[src/rtl/multicycle_control_pkg.sv]
// Shared encodings for the multi-cycle control FSM: opcodes, FSM states and
// instruction classes.
package multicycle_control_pkg;

  localparam logic [6:0] OpcR      = 7'b0110011;
  localparam logic [6:0] OpcI      = 7'b0010011;
  localparam logic [6:0] OpcLoad   = 7'b0000011;
  localparam logic [6:0] OpcStore  = 7'b0100011;
  localparam logic [6:0] OpcBranch = 7'b1100011;

  localparam logic [2:0] StFetch  = 3'd0;
  localparam logic [2:0] StDecode = 3'd1;
  localparam logic [2:0] StExec   = 3'd2;
  localparam logic [2:0] StMem    = 3'd3;
  localparam logic [2:0] StWb     = 3'd4;
  localparam logic [2:0] StTrap   = 3'd7;

  typedef enum logic [2:0] {
    ClsR,
    ClsI,
    ClsLoad,
    ClsStore,
    ClsBranch
  } instr_class_e;

endpackage

[src/rtl/multicycle_control_decode.sv]
// Combinational opcode classifier; flags any opcode outside the supported set.
module multicycle_control_decode
  import multicycle_control_pkg::*;
(
  input  logic [6:0]   opcode_i,
  output instr_class_e class_o,
  output logic         illegal_o
);

  always_comb begin
    class_o   = ClsR;
    illegal_o = 1'b0;
    case (opcode_i)
      OpcR:      class_o = ClsR;
      OpcI:      class_o = ClsI;
      OpcLoad:   class_o = ClsLoad;
      OpcStore:  class_o = ClsStore;
      OpcBranch: class_o = ClsBranch;
      default:   illegal_o = 1'b1;
    endcase
  end

endmodule

[src/rtl/multicycle_control.sv]
// Multi-cycle FETCH/DECODE/EXEC/MEM/WB sequencer for the RV64 datapath, with
// memory-wait timeout trap and retired-instruction counter.
module multicycle_control
  import multicycle_control_pkg::*;
#(
  parameter int unsigned INSTRET_WIDTH = 32,
  parameter int unsigned MEM_TIMEOUT   = 15
) (
  input  logic                     clk,
  input  logic                     reset,
  input  logic                     run,
  input  logic [6:0]               opcode,
  input  logic [2:0]               funct3,
  input  logic                     funct7_5,
  input  logic                     selectedFlag,
  input  logic                     memReady,
  output logic                     irLoad,
  output logic                     pcWrite,
  output logic                     pcSelectBranch,
  output logic                     writeEnable_Registers,
  output logic                     writeEnable_DataMemory,
  output logic                     muxSelect_ImmVsDataout2,
  output logic                     muxSelect_SumVsReadData,
  output logic                     SumOrSub,
  output logic [2:0]               state,
  output logic                     illegal,
  output logic [INSTRET_WIDTH-1:0] instret
);

  logic [2:0]               state_q, state_d;
  instr_class_e             class_q, class_d;
  logic                     f75_q, f75_d;
  logic [7:0]               tmo_q, tmo_d;
  logic [INSTRET_WIDTH-1:0] instret_q, instret_d;
  logic                     illegal_q, illegal_d;

  instr_class_e dec_class;
  logic         dec_illegal;
  logic         unused_funct3;

  assign unused_funct3 = ^funct3;

  multicycle_control_decode u_decode (
    .opcode_i  (opcode),
    .class_o   (dec_class),
    .illegal_o (dec_illegal)
  );

  always_comb begin
    state_d   = state_q;
    class_d   = class_q;
    f75_d     = f75_q;
    tmo_d     = tmo_q;
    instret_d = instret_q;
    illegal_d = illegal_q;

    irLoad                  = 1'b0;
    pcWrite                 = 1'b0;
    pcSelectBranch          = 1'b0;
    writeEnable_Registers   = 1'b0;
    writeEnable_DataMemory  = 1'b0;
    muxSelect_ImmVsDataout2 = 1'b0;
    muxSelect_SumVsReadData = 1'b0;
    SumOrSub                = 1'b0;

    // Operand/ALU selects stay stable from EXEC to the instruction's last cycle.
    if (state_q inside {StExec, StMem, StWb}) begin
      muxSelect_ImmVsDataout2 = class_q inside {ClsI, ClsLoad, ClsStore};
      SumOrSub = (class_q == ClsR) ? f75_q : (class_q == ClsBranch);
    end

    case (state_q)
      StFetch: begin
        irLoad = run;
        if (run) state_d = StDecode;
      end
      StDecode: begin
        class_d = dec_class;
        f75_d   = funct7_5;
        if (dec_illegal) begin
          state_d   = StTrap;
          illegal_d = 1'b1;
        end else begin
          state_d = StExec;
        end
      end
      StExec: begin
        if (class_q == ClsBranch) begin
          pcWrite        = 1'b1;
          pcSelectBranch = selectedFlag;
          instret_d      = instret_q + INSTRET_WIDTH'(1);
          state_d        = StFetch;
        end else if (class_q inside {ClsLoad, ClsStore}) begin
          state_d = StMem;
        end else begin
          state_d = StWb;
        end
      end
      StMem: begin
        writeEnable_DataMemory  = (class_q == ClsStore);
        muxSelect_SumVsReadData = (class_q == ClsLoad);
        if (memReady) begin
          tmo_d = '0;
          if (class_q == ClsStore) begin
            pcWrite   = 1'b1;
            instret_d = instret_q + INSTRET_WIDTH'(1);
            state_d   = StFetch;
          end else begin
            state_d = StWb;
          end
        end else if (tmo_q == 8'(MEM_TIMEOUT - 1)) begin
          tmo_d     = '0;
          state_d   = StTrap;
          illegal_d = 1'b1;
        end else begin
          tmo_d = tmo_q + 8'd1;
        end
      end
      StWb: begin
        writeEnable_Registers   = 1'b1;
        pcWrite                 = 1'b1;
        muxSelect_SumVsReadData = (class_q == ClsLoad);
        instret_d               = instret_q + INSTRET_WIDTH'(1);
        state_d                 = StFetch;
      end
      StTrap: ;
      default: state_d = StFetch;
    endcase
  end

  always_ff @(posedge clk) begin
    if (reset) begin
      state_q   <= StFetch;
      class_q   <= ClsR;
      f75_q     <= 1'b0;
      tmo_q     <= '0;
      instret_q <= '0;
      illegal_q <= 1'b0;
    end else begin
      state_q   <= state_d;
      class_q   <= class_d;
      f75_q     <= f75_d;
      tmo_q     <= tmo_d;
      instret_q <= instret_d;
      illegal_q <= illegal_d;
    end
  end

  assign state   = state_q;
  assign illegal = illegal_q;
  assign instret = instret_q;

endmodule

[config.mk]
export PLATFORM = sky130hd
export DESIGN_NAME = multicycle_control
export DESIGN_NICKNAME = d
export VERILOG_FILES = /design/src/rtl/multicycle_control_pkg.sv /design/src/rtl/multicycle_control_decode.sv /design/src/rtl/multicycle_control.sv
export SDC_FILE = /design/constraint.sdc
export NUM_CORES = 1
export LEC_CHECK = 0
export CAP_MARGIN = 10
export CORE_MARGIN = 2
export CORE_UTILIZATION = 40
export CTS_BUF_LIST = sky130_fd_sc_hd__clkbuf_8
export CTS_CLUSTER_DIAMETER = 80
export DETAILED_ROUTE_END_ITERATION = 12
export MAX_ROUTING_LAYER = met4
export PLACE_DENSITY = 0.67
export SETUP_SLACK_MARGIN = 0.1
export SLEW_MARGIN = 20
export SYNTH_ARGS = -nofsm -noshare
export SYNTH_HDL_FRONTEND = slang
export SYNTH_SLANG_ARGS = --single-unit
[constraint.sdc]
create_clock -name clk -period 4.1 [get_ports clk]
set_input_delay 0.41 -clock clk [delete_from_list [all_inputs] [get_ports clk]]
set_output_delay 0.41 -clock clk [all_outputs]
set_load 0.005 [all_outputs]
==> impl_metrics.env <==
export IMPL_finalHoldViolCount=0
export IMPL_grt_use_total_pct=17.7
export IMPL_insertion_delay_ns=0.31
export IMPL_multi_input_area_mm2=0.00142
export IMPL_num_antenna_cells=0
export IMPL_area_growth_pct=27.7
export IMPL_cp_required_ns=3.69
export IMPL_fin_setup_tns_ns=0
export IMPL_fp_dieArea_mm2=0.00688
export IMPL_cts_resized=0
export IMPL_die_x_um=83.0
export IMPL_nFillCells=585
export IMPL_worstHoldEndpoint="illegal"
export IMPL_synth_edff_count=0
export IMPL_postSynthCellCount=304
export IMPL_hold_path_startpoint="illegal"
export IMPL_p_leak_uw=0.00104
export IMPL_p_sw_uw=243
export IMPL_cts_max_path_buffers=2
export IMPL_portBuffers=56
export IMPL_fin_skew_ns=0.0123
export IMPL_drive_gt1_share_pct=6.53
export IMPL_place_congestion=0.781
export IMPL_crit_start="state[0]"
export IMPL_hold_class="reg2reg"
export IMPL_postCtsHoldBufs=0
export IMPL_dieHeight_um=83.0
export IMPL_synth_top_area_share_pct=38.5
export IMPL_grt_overflow=0
export IMPL_clock_fmax_mhz=353
export IMPL_drv_slew=0
export IMPL_worstPathMaxFanout=23
export IMPL_antenna_found_initial=0
export IMPL_register_area_um2=961
export IMPL_end_kind="output pin"
export IMPL_synth_ff_type="dfxtp_1"
export IMPL_hold_depth=2
export IMPL_ios=60
export IMPL_hpwl_mm=3.89
export IMPL_synth_area_mm2=0.00249
export IMPL_arrival_ns=2.42
export IMPL_r2r_start="state[0]"
export IMPL_clkSinkCount=48
export IMPL_pwr_share_clk_pct=32.2
export IMPL_grt_pass1_vias=2112
export IMPL_power_total_uw=919
export IMPL_reg2reg_depth=6
export IMPL_drtPass1Iterations=4
export IMPL_grt_start_max_net_pins=49
export IMPL_initial_core_util_pct=41.6
export IMPL_yosysSeqAreaShare_pct=38.5
export IMPL_yosysTopAreaCell="dfxtp_1"
export IMPL_grt_setup_unrepaired="no"
export IMPL_synth_most_common_cell="dfxtp_1"
export IMPL_routed_via_count=2383
export IMPL_via_per_inst=5.58
export IMPL_status="finished, final reports clean"
export IMPL_seqPwrFrac_pct=54.4
export IMPL_maxSlewHeadroom_pct=40.1
export IMPL_synth_area_top_cells="dfxtp_1, nor2_1, xor2_1, a21oi_1, o21ai_0"
export IMPL_crit_type="reg2out"
export IMPL_synth_distinct_cells=51
export IMPL_r2r_end="instret[24]"
export IMPL_wl_per_cell_um=13.5
export IMPL_p_int_uw=676
export IMPL_numCtsBuffers=5
export IMPL_post_cts_buffers=0
export IMPL_powerDensity_mw_per_mm2=288
export IMPL_peakVddDrop_mv=0.150
export IMPL_start_kind="flip-flop"
export IMPL_r2r_setup_slack_ns=1.64
export IMPL_setup_viol=0
export IMPL_avgSynthCellArea_um2=8.21
export IMPL_netlist_top_cells_count="dfxtp_1, nor2_1, a21oi_1"
export IMPL_wl_mm=5.75
export IMPL_drt_iter0_drc=136
export IMPL_ant_nets=0
export IMPL_finalCritPeriodShare_pct=69.1
export IMPL_cts_clk_slew_worst_paths_ns=0.08
export IMPL_root_buffer="clkbuf_8"
export IMPL_ys_warn_count=0
export IMPL_drv_cap=0
export IMPL_syn_nets=323
export IMPL_drc=0
export IMPL_worstMarginPinSlew_ns=0.893
export IMPL_pwr_share_comb_pct=13.4
export IMPL_std_cell_rows=28
export IMPL_synth_ff_latch_count=48
export IMPL_grt_pass1_wl_mm=9.97
export IMPL_cts_htree_levels=2
export IMPL_finalNetCount=370
export IMPL_period_needed_ns=2.83
export IMPL_swShare_pct=26.5
export IMPL_cts_tree="built"
export IMPL_async_flop_share_pct=0
export IMPL_core_area_mm2=0.00599
-- flip-flops by register name, summed over array words and instances (netlist names) --
| signal | flops |
|---|---|
| instret | 32 |
| tmo_q | 8 |
| state | 3 |
| illegal | 1 |
| f75_q | 1 |
| class_q | 3 |
-- cells in the final DEF, fill, tap and decap left out, types with 2 or more instances in the layout --
cell | netlist | final
inv_1 | 9 | 10
nor2_1 | 43 | 43
mux2i_1 | 2 | 2
o31ai_1 | 5 | 5
a22oi_1 | 2 | 2
ha_1 | 3 | 3
a311oi_1 | 2 | 2
or4_1 | 5 | 5
dfxtp_1 | 48 | 48
and2b_2 | 2 | 2
and3_2 | 2 | 2
a21oi_1 | 25 | 25
nand4_1 | 5 | 5
buf_4 | 0 | 3
xor2_1 | 17 | 17
nor3b_1 | 3 | 3
and3_1 | 5 | 5
o21ai_0 | 18 | 18
clkdlybuf4s50_1 | 0 | 56
o2111ai_1 | 10 | 10
nor3_1 | 9 | 9
o211ai_1 | 8 | 8
xnor2_1 | 3 | 3
clkbuf_8 | 0 | 6
or3_1 | 8 | 8
nor4_1 | 2 | 2
and2_1 | 2 | 2
nor4b_1 | 2 | 2
nand3_1 | 9 | 9
nand2_1 | 15 | 15
-- layout make-up --
class	count	share of cell area [%]
Sequential cell	48	30.2
Multi-Input combinational cell	228	44.6
Clock buffer	6	2.59
Timing Repair Buffer	59	18.3
Clock inverter	2	0.353
Tap cell	75	2.95
Inverter	9	1.06
-- power groups by stage --
stage / combinational (uW) / sequential, uW / clock (uW)
6_report: 123 / 500 / 296
3_3_place_gp: 123 / 511 / 0
2_1_floorplan: 83.9 / 496 / 0
5_1_grt: 136 / 504 / 326
3_5_place_dp: 124 / 511 / 0
4_1_cts: 125 / 500 / 304
-- cell families (layout without fill, tap and decap cells) --
logic type               count (synthesis)  count (layout)  synth area share [%]
buffers and inverters                   28              76                  4.56
AND/OR/NAND/NOR                        124             124                  27.0
AO/OA/AOI/OAI                           79              79                  20.6
adder cells (fa/ha/maj)                  3               3                  1.50
flip-flops                              48              48                  38.5
XOR/XNOR                                20              20                  7.02
multiplexers                             2               2                 0.802
-- how the worst max path moves through the flow --
stage / end / cells past startpoint
5_1_grt: pcWrite / 5
6_report: pcWrite / 5
3_5_place_dp: instret[24] / 7
4_1_cts: pcWrite / 5
3_3_place_gp: instret[24] / 7
2_1_floorplan: pcSelectBranch / 6
-- stage by stage --
step	worst slack, ns	hold slack [ns]	std cells	area [um^2]	utilization, %
floorplan	2.17	0.439	304	2490	-
global placement	1.42	0.438	419	3090	51.6
detailed placement	1.38	0.451	419	3090	51.6
CTS	1.25	0.464	427	3190	53.2
global route	1.13	0.496	427	3190	53.2
finish	1.27	0.453	427	3190	53.2
-- critical path: stages (launching register included) --
cell and delay, ns:
dfxtp_1 0.63, and2b_2 0.28, and3_1 0.18, buf_4 0.21
or2_2 0.36, clkdlybuf4s50_1 0.46
-- per-layer routing --
layer / up-vias / wire (um) / track usage, %
li1: 1204 / - / -
met4: 0 / 111 / 6.11
met5: - / 0 / -
met1: 1113 / 2770 / 23.0
met2: 58 / 2630 / 26.9
met3: 8 / 231 / 4.17
(Power assumes the default switching activity.)
